==> config.mk <==
export PLATFORM = sky130hd
export DESIGN_NAME = dcache_victim_buffer
export DESIGN_NICKNAME = d
export VERILOG_FILES = /design/src/rtl/dcache_victim_buffer.sv
export SDC_FILE = /design/constraint.sdc
export NUM_CORES = 2
export LEC_CHECK = 0
export CORE_UTILIZATION = 38
export DETAILED_ROUTE_END_ITERATION = 8
export GPL_ROUTABILITY_DRIVEN = 0
export SETUP_SLACK_MARGIN = 0.02
export SKIP_LAST_GASP = 1
export SLEW_MARGIN = 20
export SYNTH_ARGS = -nofsm -noshare
export SYNTH_HDL_FRONTEND = slang
export SYNTH_SLANG_ARGS = --single-unit
==> constraint.sdc <==
create_clock -name clock -period 5.1 [get_ports clock]
set_clock_uncertainty 0.15 [all_clocks]
set_input_delay 1.02 -clock clock [delete_from_list [all_inputs] [get_ports clock]]
set_output_delay 1.02 -clock clock [all_outputs]
set_load 0.03 [all_outputs]
==> src/rtl/dcache_victim_buffer.sv <==
// Fully associative, age-ordered victim buffer with store merge, promotion and a one-entry
// writeback register. Optional eager drain of dirty entries: DCACHE_VB_EAGER_DRAIN_EN.
`ifndef DTAG_BITS
`define DTAG_BITS 16
`endif
`ifndef MEM_BLOCK_BITS
`define MEM_BLOCK_BITS 64
`endif

module dcache_victim_buffer #(
  parameter int DEPTH  = 4,
  parameter int NUM_RD = 2,
  parameter int TAG_W  = `DTAG_BITS,
  parameter int DATA_W = `MEM_BLOCK_BITS,
  localparam int CNT_W = $clog2(DEPTH + 1),
  localparam int NB    = DATA_W / 8
) (
  input  logic                     clock,
  input  logic                     reset,
  input  logic                     insert_valid,
  input  logic [TAG_W-1:0]         insert_tag,
  input  logic [DATA_W-1:0]        insert_data,
  input  logic                     insert_dirty,
  output logic                     insert_ready,
  input  logic [NUM_RD-1:0]        rd_valid,
  input  logic [NUM_RD*TAG_W-1:0]  rd_tag,
  output logic [NUM_RD-1:0]        rd_hit,
  output logic [NUM_RD*DATA_W-1:0] rd_data,
  input  logic                     store_valid,
  input  logic [TAG_W-1:0]         store_tag,
  input  logic [DATA_W-1:0]        store_data,
  input  logic [NB-1:0]            store_mask,
  input  logic                     promote_valid,
  input  logic [TAG_W-1:0]         promote_tag,
  output logic                     promote_hit,
  output logic [DATA_W-1:0]        promote_data,
  output logic                     promote_dirty,
  output logic                     wb_valid,
  output logic [TAG_W-1:0]         wb_tag,
  output logic [DATA_W-1:0]        wb_data,
  input  logic                     wb_ready,
  output logic [CNT_W-1:0]         count
);

  typedef enum logic {WB_IDLE, WB_PEND} wb_state_e;

  wb_state_e         state_q;
  logic [TAG_W-1:0]  tag_q   [DEPTH];
  logic [DATA_W-1:0] data_q  [DEPTH];
  logic              dirty_q [DEPTH];
  logic [CNT_W-1:0]  count_q;
  logic [TAG_W-1:0]  wb_tag_q;
  logic [DATA_W-1:0] wb_data_q;

  logic [TAG_W-1:0]  tag_m   [DEPTH], tag_d   [DEPTH];
  logic [DATA_W-1:0] data_m  [DEPTH], data_d  [DEPTH];
  logic              dirty_m [DEPTH], dirty_d [DEPTH];
  logic [CNT_W-1:0]  count_d;
  logic              full, displace, st_wb_hit, wb_ld, ins_collide;
  logic [TAG_W-1:0]  wb_ld_tag;
  logic [DATA_W-1:0] wb_ld_data, wb_merged;

  assign wb_valid = (state_q == WB_PEND);
  assign wb_tag   = wb_tag_q;
  assign wb_data  = wb_data_q;
  assign count    = count_q;

  // Lookups see pre-update state: same-cycle inserts miss, same-cycle stores are not visible.
  always_comb begin
    for (int r = 0; r < NUM_RD; r++) begin
      rd_hit[r] = 1'b0;
      rd_data[r*DATA_W +: DATA_W] = '0;
      if (rd_valid[r]) begin
        if (wb_valid && wb_tag_q == rd_tag[r*TAG_W +: TAG_W]) begin
          rd_hit[r] = 1'b1;
          rd_data[r*DATA_W +: DATA_W] = wb_data_q;
        end
        for (int i = 0; i < DEPTH; i++) begin
          if (i < int'(count_q) && tag_q[i] == rd_tag[r*TAG_W +: TAG_W]) begin
            rd_hit[r] = 1'b1;
            rd_data[r*DATA_W +: DATA_W] = data_q[i];
          end
        end
      end
    end
  end

  always_comb begin : p_next
    int cnt, cnt_n, st_idx, pr_idx, rem;
    cnt       = int'(count_q);
    full      = (cnt == DEPTH);
    tag_m     = tag_q;
    data_m    = data_q;
    dirty_m   = dirty_q;
    st_idx    = -1;
    pr_idx    = -1;
    st_wb_hit = 1'b0;
    wb_merged = wb_data_q;
    for (int i = 0; i < DEPTH; i++) begin
      if (store_valid && i < cnt && st_idx < 0 && tag_q[i] == store_tag) begin
        st_idx     = i;
        dirty_m[i] = 1'b1;
        for (int b = 0; b < NB; b++)
          if (store_mask[b]) data_m[i][8*b +: 8] = store_data[8*b +: 8];
      end
    end
    if (store_valid && st_idx < 0 && wb_valid && wb_tag_q == store_tag) begin
      st_wb_hit = 1'b1;
      for (int b = 0; b < NB; b++)
        if (store_mask[b]) wb_merged[8*b +: 8] = store_data[8*b +: 8];
    end
    for (int i = 0; i < DEPTH; i++)
      if (promote_valid && i < cnt && pr_idx < 0 && tag_q[i] == promote_tag) pr_idx = i;
    promote_hit   = (pr_idx >= 0);
    promote_data  = '0;
    promote_dirty = 1'b0;
    for (int i = 0; i < DEPTH; i++) begin
      if (i == pr_idx) begin
        promote_data  = data_m[i];
        promote_dirty = dirty_m[i];
      end
    end
    // Entry 0 dirtiness includes a same-cycle store so a merged line is never dropped.
    insert_ready = !(full && !promote_hit && dirty_m[0] && wb_valid && !wb_ready);
    displace     = insert_valid && insert_ready && full && !promote_hit;
    wb_ld        = displace && dirty_m[0];
    wb_ld_tag    = tag_m[0];
    wb_ld_data   = data_m[0];
`ifdef DCACHE_VB_EAGER_DRAIN_EN
    begin : eager
      int dr_idx;
      dr_idx = -1;
      for (int i = 0; i < DEPTH; i++)
        if (i < cnt && dirty_q[i] && dr_idx < 0) dr_idx = i;
      if (dr_idx >= 0 && (!wb_valid || wb_ready) && !displace &&
          dr_idx != st_idx && dr_idx != pr_idx) begin
        wb_ld = 1'b1;
        for (int i = 0; i < DEPTH; i++) begin
          if (i == dr_idx) begin
            wb_ld_tag  = tag_m[i];
            wb_ld_data = data_m[i];
            dirty_m[i] = 1'b0;
          end
        end
      end
    end
`endif
    rem     = promote_hit ? pr_idx : (displace ? 0 : DEPTH);
    tag_d   = tag_m;
    data_d  = data_m;
    dirty_d = dirty_m;
    for (int i = 0; i < DEPTH - 1; i++) begin
      if (i >= rem) begin
        tag_d[i]   = tag_m[i+1];
        data_d[i]  = data_m[i+1];
        dirty_d[i] = dirty_m[i+1];
      end
    end
    cnt_n = cnt - ((promote_hit || displace) ? 1 : 0);
    if (insert_valid && insert_ready) begin
      for (int i = 0; i < DEPTH; i++) begin
        if (i == cnt_n) begin
          tag_d[i]   = insert_tag;
          data_d[i]  = insert_data;
          dirty_d[i] = insert_dirty;
        end
      end
      cnt_n = cnt_n + 1;
    end
    count_d = CNT_W'(cnt_n);
  end

  always_ff @(posedge clock) begin
    if (reset) begin
      state_q   <= WB_IDLE;
      wb_tag_q  <= '0;
      wb_data_q <= '0;
      count_q   <= '0;
      for (int i = 0; i < DEPTH; i++) begin
        tag_q[i]   <= '0;
        data_q[i]  <= '0;
        dirty_q[i] <= 1'b0;
      end
    end else begin
      tag_q   <= tag_d;
      data_q  <= data_d;
      dirty_q <= dirty_d;
      count_q <= count_d;
      case (state_q)
        WB_IDLE: if (wb_ld) begin
          state_q   <= WB_PEND;
          wb_tag_q  <= wb_ld_tag;
          wb_data_q <= wb_ld_data;
        end
        WB_PEND: if (wb_ld) begin
          wb_tag_q  <= wb_ld_tag;
          wb_data_q <= wb_ld_data;
        end else if (wb_ready) begin
          state_q <= WB_IDLE;
        end else if (st_wb_hit) begin
          wb_data_q <= wb_merged;
        end
      endcase
    end
  end

  always_comb begin
    ins_collide = wb_valid && (wb_tag_q == insert_tag);
    for (int i = 0; i < DEPTH; i++)
      if (i < int'(count_q) && tag_q[i] == insert_tag) ins_collide = 1'b1;
  end

  a_insert_unique: assert property (@(posedge clock) disable iff (reset)
    insert_valid |-> !ins_collide);
  a_insert_hold: assert property (@(posedge clock) disable iff (reset)
    (insert_valid && !insert_ready) |=> insert_valid);

endmodule

# [Word-level counts from Yosys, hierarchy flattened]
# Cells that the tools add are included.
[word_totals] reg_bits=408 elab_cells=265
[op_classes] bitwise=1 n_lt_le_gt_ge=15 n_reduce_logical=58 addsub=2 n_eq_ne=38 mux=128
[ops] op="64-bit two-way mux" count=33
[ops] op="8-bit two-way mux" count=40
[ops] op="16-bit == test" count=19
[ops] op="32-bit two-way mux" count=9
[ops] op="256-bit two-way mux" count=1
[ops] op="32-bit by 1-bit less-than comparator with 1-bit output, second input constant" count=7
[ops] op="16-bit two-way mux" count=8
[ops] op="64-bit one-hot mux with 2 select lines" count=1
[ops] op="3-bit by 32-bit == test with 1-bit output, first input constant" count=2
[ops] op="32-bit logical NOT" count=2
[ops] op="1-bit logical AND" count=43
[ops] op="5-bit AND reduction" count=8
[ops] op="2-bit by 32-bit == test with 1-bit output, first input constant" count=1
[ops] op="1-bit by 32-bit greater-or-equal comparator with 1-bit output, first input constant" count=1
[ops] op="2-bit by 32-bit greater-or-equal comparator with 1-bit output, first input constant" count=1
[ops] op="3-bit by 32-bit greater-or-equal comparator with 1-bit output, first input constant" count=1
[ops] op="32-bit by 1-bit greater-or-equal comparator with 1-bit output, second input constant" count=1
[ops] op="1-bit two-way mux" count=32
[ops] op="3-bit by 2-bit != test with 1-bit output, second input constant" count=9
[ops] op="3-bit by 4-bit == test with 1-bit output, first input constant" count=2
[ops] op="1-bit by 3-bit less-than comparator with 1-bit output, first input constant" count=2
[ops] op="2-bit by 3-bit less-than comparator with 1-bit output, first input constant" count=2
[ops] op="3-bit two-way mux" count=2
[ops] op="3-bit by 1-bit != test with 1-bit output, second input constant" count=2
[ops] op="other kinds (11)" count=13

# [Logic depth before layout (Yosys ltp)]
[depth] word_depth=32 depth_mapped=18 mapped_depth_nobuf=13

# [Least setup slack after synthesis]
# Ideal clock, no wire load.
[synth_path] path_kind="input to output" from="input port store_tag[4]" to="output port promote_data[0]" cell_stages=11 arrival_time_ps=3847 path_slack_ps=83 required_time_ps=3930 cell_sequence="clkbuf_1 xnor2_1 nand3_1 or3_1 clkbuf_1 or4_1 buf_2 mux2i_1 inv_1 a221oi_1 a221oi_1"
[synth_via] elab_chain_cells=16 elab_cells_between_ends=25
[synth_rtl] element="start: declaration" line="30" source="input logic [TAG_W-1:0] store_tag,"
[synth_rtl] element="16-bit == test" line="100" source="if (store_valid && i < cnt && st_idx < 0 && tag_q[i] == store_tag) begin"
[synth_rtl] element="1-bit logical AND" line="100"
[synth_rtl] element="32-bit two-way mux" line="100"
[synth_rtl] element="32-bit by 1-bit less-than comparator with 1-bit output" line="100"
[synth_rtl] element="1-bit logical AND (2 in a row)" line="100"
[synth_rtl] element="32-bit two-way mux" line="100"
[synth_rtl] element="32-bit by 1-bit less-than comparator with 1-bit output" line="100"
[synth_rtl] element="1-bit logical AND (2 in a row)" line="100"
[synth_rtl] element="32-bit two-way mux" line="100"
[synth_rtl] element="32-bit by 1-bit less-than comparator with 1-bit output" line="100"
[synth_rtl] element="1-bit logical AND (2 in a row)" line="100"
[synth_rtl] element="64-bit two-way mux" line="100"
[synth_rtl] element="64-bit two-way mux (*)" line="118" source="if (i == pr_idx) begin"
[synth_rtl] element="end: declaration" line="36" source="output logic [DATA_W-1:0] promote_data,"
# Every way passes the cells marked *; elsewhere a longest branch is shown, timed or not.

# [Worst setup path in the final report]
[layout_path] from="input port store_tag[3]" to="register data_q[186] (netlist bit)"
[layout_via] elab_chain_cells=16 elab_cells_between_ends=32
[layout_rtl] element="branches (longest 15 deep; another with 32-bit by 1-bit less-than comparator with 1-bit output)"
[layout_rtl] element="256-bit two-way mux (*)" line="160" source="if (insert_valid && insert_ready) begin"
[layout_rtl] element="end signal: assignment" line="186" source="data_q <= data_d;"
[layout_rtl] element="end: declaration" line="49" source="logic [DATA_W-1:0] data_q [DEPTH];"
# Mark *: on every way between the ends.
# A chain may end at the register's enable or synchronous reset.

==> impl_metrics.py <==
metrics = {
    "timing": {
        "layout_worst_path_cycle_share": 0.995,
        "finalMaxSlewViolations": 0,
        "final_report_setup_violation_count": 0,
        "final_hold_viol_count": 0,
        "min_clock_period_post_route_ns": 5.07,
        "rsz0062_at_grt": "true",
        "achievable-frequency_mhz": 197,
        "fin_tns_setup_ns": 0,
        "worst_slew_margin_rel": 0.343,
        "worst_slew_pin_slew_ns": 0.986,
    },
    "yosys": {
        "synth_async_sr_flop_share": 0,
        "syn_nets": 4464,
        "synth.largest_area_cell": "sky130_fd_sc_hd__dfxtp_1",
        "synth_enable_flop_cells": 0,
        "synth_seq_area_share": 0.262,
        "total_of_flip_flops_plus_latches_after_synthesis": 408,
        "post_synth_instance_area_mm2": 0.0311,
        "synthFlopType": "sky130_fd_sc_hd__dfxtp_1",
        "syn-mean-instance-area_um2": 7.36,
        "area_share_of_the_largest_cell_type_after_synthesis": 0.262,
        "synth.top_cells.by_area": "sky130_fd_sc_hd__dfxtp_1, sky130_fd_sc_hd__mux2i_1, sky130_fd_sc_hd__nand2_1",
        "ys_warn_count": 0,
        "post_synth_inst_count": 4233,
        "ys_types": 63,
    },
    "route": {
        "via_per_inst": 6.15,
        "post-route-drc-count": 58,
        "dr.first_iter.drc_count": 4426,
        "routed-via-count": 38100,
        "route.detailed.wl_per_inst_um": 27.1,
        "drt_wl_total_um": 168000,
        "drt.antenna.violating_nets": 0,
        "dr.pass1.iters": 9,
    },
    "finish": {
        "n_fill_cell": 7307,
        "mostFrequentLayoutCell": "sky130_fd_sc_hd__buf_4",
        "post-route-util": 0.573,
        "final_layout_size_suffix_gt1_frac": 0.270,
        "multi_input_comb_area_mm2": 0.0220,
        "areaGrowthSynthToFinish_pct": 48.7,
        "fin_nets": 5320,
        "seq_area_mm2": 0.00817,
        "mostFrequentLayoutCells": "sky130_fd_sc_hd__buf_4, sky130_fd_sc_hd__nand2_1, sky130_fd_sc_hd__dfxtp_1",
    },
    "clocking": {
        "cts_hold_buffers": 0,
        "clk_latency_ns": 0.63,
        "clkTransAtPathRegs_ns": 0.06,
        "clk_path_buf_depth": 3,
        "tritoncts": "built",
        "clkSinkCount": 408,
        "cts_made_buffers": 52,
        "cts.root.buffer_cell": "sky130_fd_sc_hd__clkbuf_16",
        "cts.htree.levels": 2,
    },
    "outcome": {
        "violations": "DRC",
        "outcome": "finished with violations",
    },
    "floorplan": {
        "die-width_um": 288,
        "floorplan.initialDensity": 0.385,
        "die_ar_mm2": 0.0831,
        "number_of_rows_in_the_core_area": 104,
        "io_pins": 506,
        "chipHeight_um": 288,
        "core_mm2": 0.0808,
    },
    "critical_path": {
        "critical_path_buf_inv_count": 20,
        "slowest_delay_ns": 0.56,
        "cpMaxStageDelayCell": "sky130_fd_sc_hd__or4_4",
        "critical_path.most_common_cell": "sky130_fd_sc_hd__buf_4",
        "crit_path_start_kind": "input port",
        "worst-endpoint-required_ns": 5.44,
        "crit_path_max_fanout": 8,
        "timing.critical_path.arrival_ns": 5.41,
        "crit_type": "input port to register",
        "critPathTopFamily": "buffers and inverters",
        "crit_path_end_kind": "register",
    },
    "grt": {
        "grt_first_pass_wirelength_um": 236000,
        "pin_count_of_the_biggest_net_entering_global_routing": 108,
        "via_count_of_the_first_global_routing_pass": 35900,
        "gr-total-overflow": 0,
        "gr-usage-all-layers": 0.380,
        "antenna_found_initial": 17,
    },
    "power": {
        "static-leakage-power_nw": 19.2,
        "ir_drop_v": 0.000229,
        "pwr_density_cell_mw_per_mm2": 210,
    },
    "job": {
        "maxCapViolCount": 0,
    },
    "placed_design": {
        "post-dp-hpwl_um": 109000,
        "io_buffer_count": 505,
    },
    "hold_path": {
        "min-delay-path-class": "register to register",
    },
}
==> synthesized netlist by cell type (3+ instances only) <==
cell type	count
sky130_fd_sc_hd__mux2_2	64
sky130_fd_sc_hd__a21oi_2	3
sky130_fd_sc_hd__o21ai_0	259
sky130_fd_sc_hd__or4_1	9
sky130_fd_sc_hd__buf_2	98
sky130_fd_sc_hd__mux2i_1	320
sky130_fd_sc_hd__nor4_4	8
sky130_fd_sc_hd__and3_1	15
sky130_fd_sc_hd__xnor2_1	187
sky130_fd_sc_hd__buf_1	36
sky130_fd_sc_hd__dfxtp_1	408
sky130_fd_sc_hd__a32o_1	64
sky130_fd_sc_hd__nand3_2	11
sky130_fd_sc_hd__nand3_1	149
sky130_fd_sc_hd__nand4_1	44
sky130_fd_sc_hd__xor2_1	119
sky130_fd_sc_hd__nor4_1	39
sky130_fd_sc_hd__or2_2	6
sky130_fd_sc_hd__inv_1	135
sky130_fd_sc_hd__a311oi_1	48
sky130_fd_sc_hd__a211oi_1	73
sky130_fd_sc_hd__nand2_1	723
sky130_fd_sc_hd__clkbuf_1	335
sky130_fd_sc_hd__o2bb2ai_1	56
sky130_fd_sc_hd__a21oi_1	428
sky130_fd_sc_hd__nor2_1	207
sky130_fd_sc_hd__o211ai_1	131
sky130_fd_sc_hd__or3_1	5
sky130_fd_sc_hd__a221oi_1	129
sky130_fd_sc_hd__a21o_1	66
sky130_fd_sc_hd__ha_1	6
sky130_fd_sc_hd__or2_1	3
sky130_fd_sc_hd__nor3_1	8
==> worst paths after layout <==
path              cells after the start          end          from  slack (ns)
hold / removal                        1  wb_data[18]   wb_data[18]        0.36
hold reg to reg                       1  wb_data[18]   wb_data[18]        0.36
setup reg to reg                     26  data_q[186]  wb_ld_tag[4]        0.04
setup / recovery                     27  data_q[186]  store_tag[3]        0.03
==> kinds of logic (layout without fill, tap and decap cells) <==
group	after synthesis	count (layout)	share of synthesized area
xor+xnor	306	306	0.0861
buf+inv	608	1501	0.0780
flops	408	408	0.262
simple gates	1241	1242	0.175
compound gates	1280	1280	0.270
mux	384	384	0.126
other cells	0	11	0
fa+ha+maj	6	6	0.00241
==> what timing repair did <==
item | 4_1_cts | 5_1_grt
pin swaps | 37 | 57
buffers inserted | 96 | 27
endpoints found under the setup margin | 130 | 176
gates resized for setup | 179 | 199
gates cloned | 8 | 8
==> registers in the layout, indices dropped and copies added, names as in the netlist <==
signal     cells
wb_valid       1
count          3
data_q       256
wb_data       64
dirty_q        4
wb_tag        16
wb_ld_tag     16
tag_m         48
==> metal layers <==
| metal | track usage | routed length, µm | vias to the layer above |
|---|---|---|---|
| met4 | 0.214 | 10600 | 8 |
| met3 | 0.0761 | 18500 | 675 |
| met5 | 0 | 49 | - |
| met1 | 0.491 | 65800 | 17900 |
| met2 | 0.591 | 73000 | 2727 |
| li1 | - | - | 16800 |
==> per-stage QoR <==
stage                     worst slack [ns]  instances  total power [W]  area, µm²  hold WS, ns
after detailed placement            -0.531       5963          0.00566      41600        0.354
after global routing               -0.0679       6196          0.00998      46300        0.375
after global placement              -0.524       5963          0.00564      41600        0.350
after floorplan                     0.0831       4233          0.00462      31100        0.365
final                               0.0266       6198          0.00973      46300        0.359
after CTS                          -0.0216       6154          0.00959      45000        0.363
==> where the power goes <==
part	switching, W	total (W)	internal, W	leakage, nW
clock	0.00161	0.00389	0.00228	0.851
combinational	0.00120	0.00220	0.000995	15.0
sequential	0.000254	0.00364	0.00339	3.31
total	0.00307	0.00973	0.00666	19.2
==> cell type report <==
type                    count  share of cell area
clock buffers              82              0.0344
flip-flops and latches    408               0.176
multi-input cells        3218               0.475
well taps                1060              0.0287
inverters                 135              0.0109
repair buffers           1274               0.270
clock inverters            10             0.00322
diodes                     11            0.000595
Note: power is estimated with default switching activity, not from simulation.
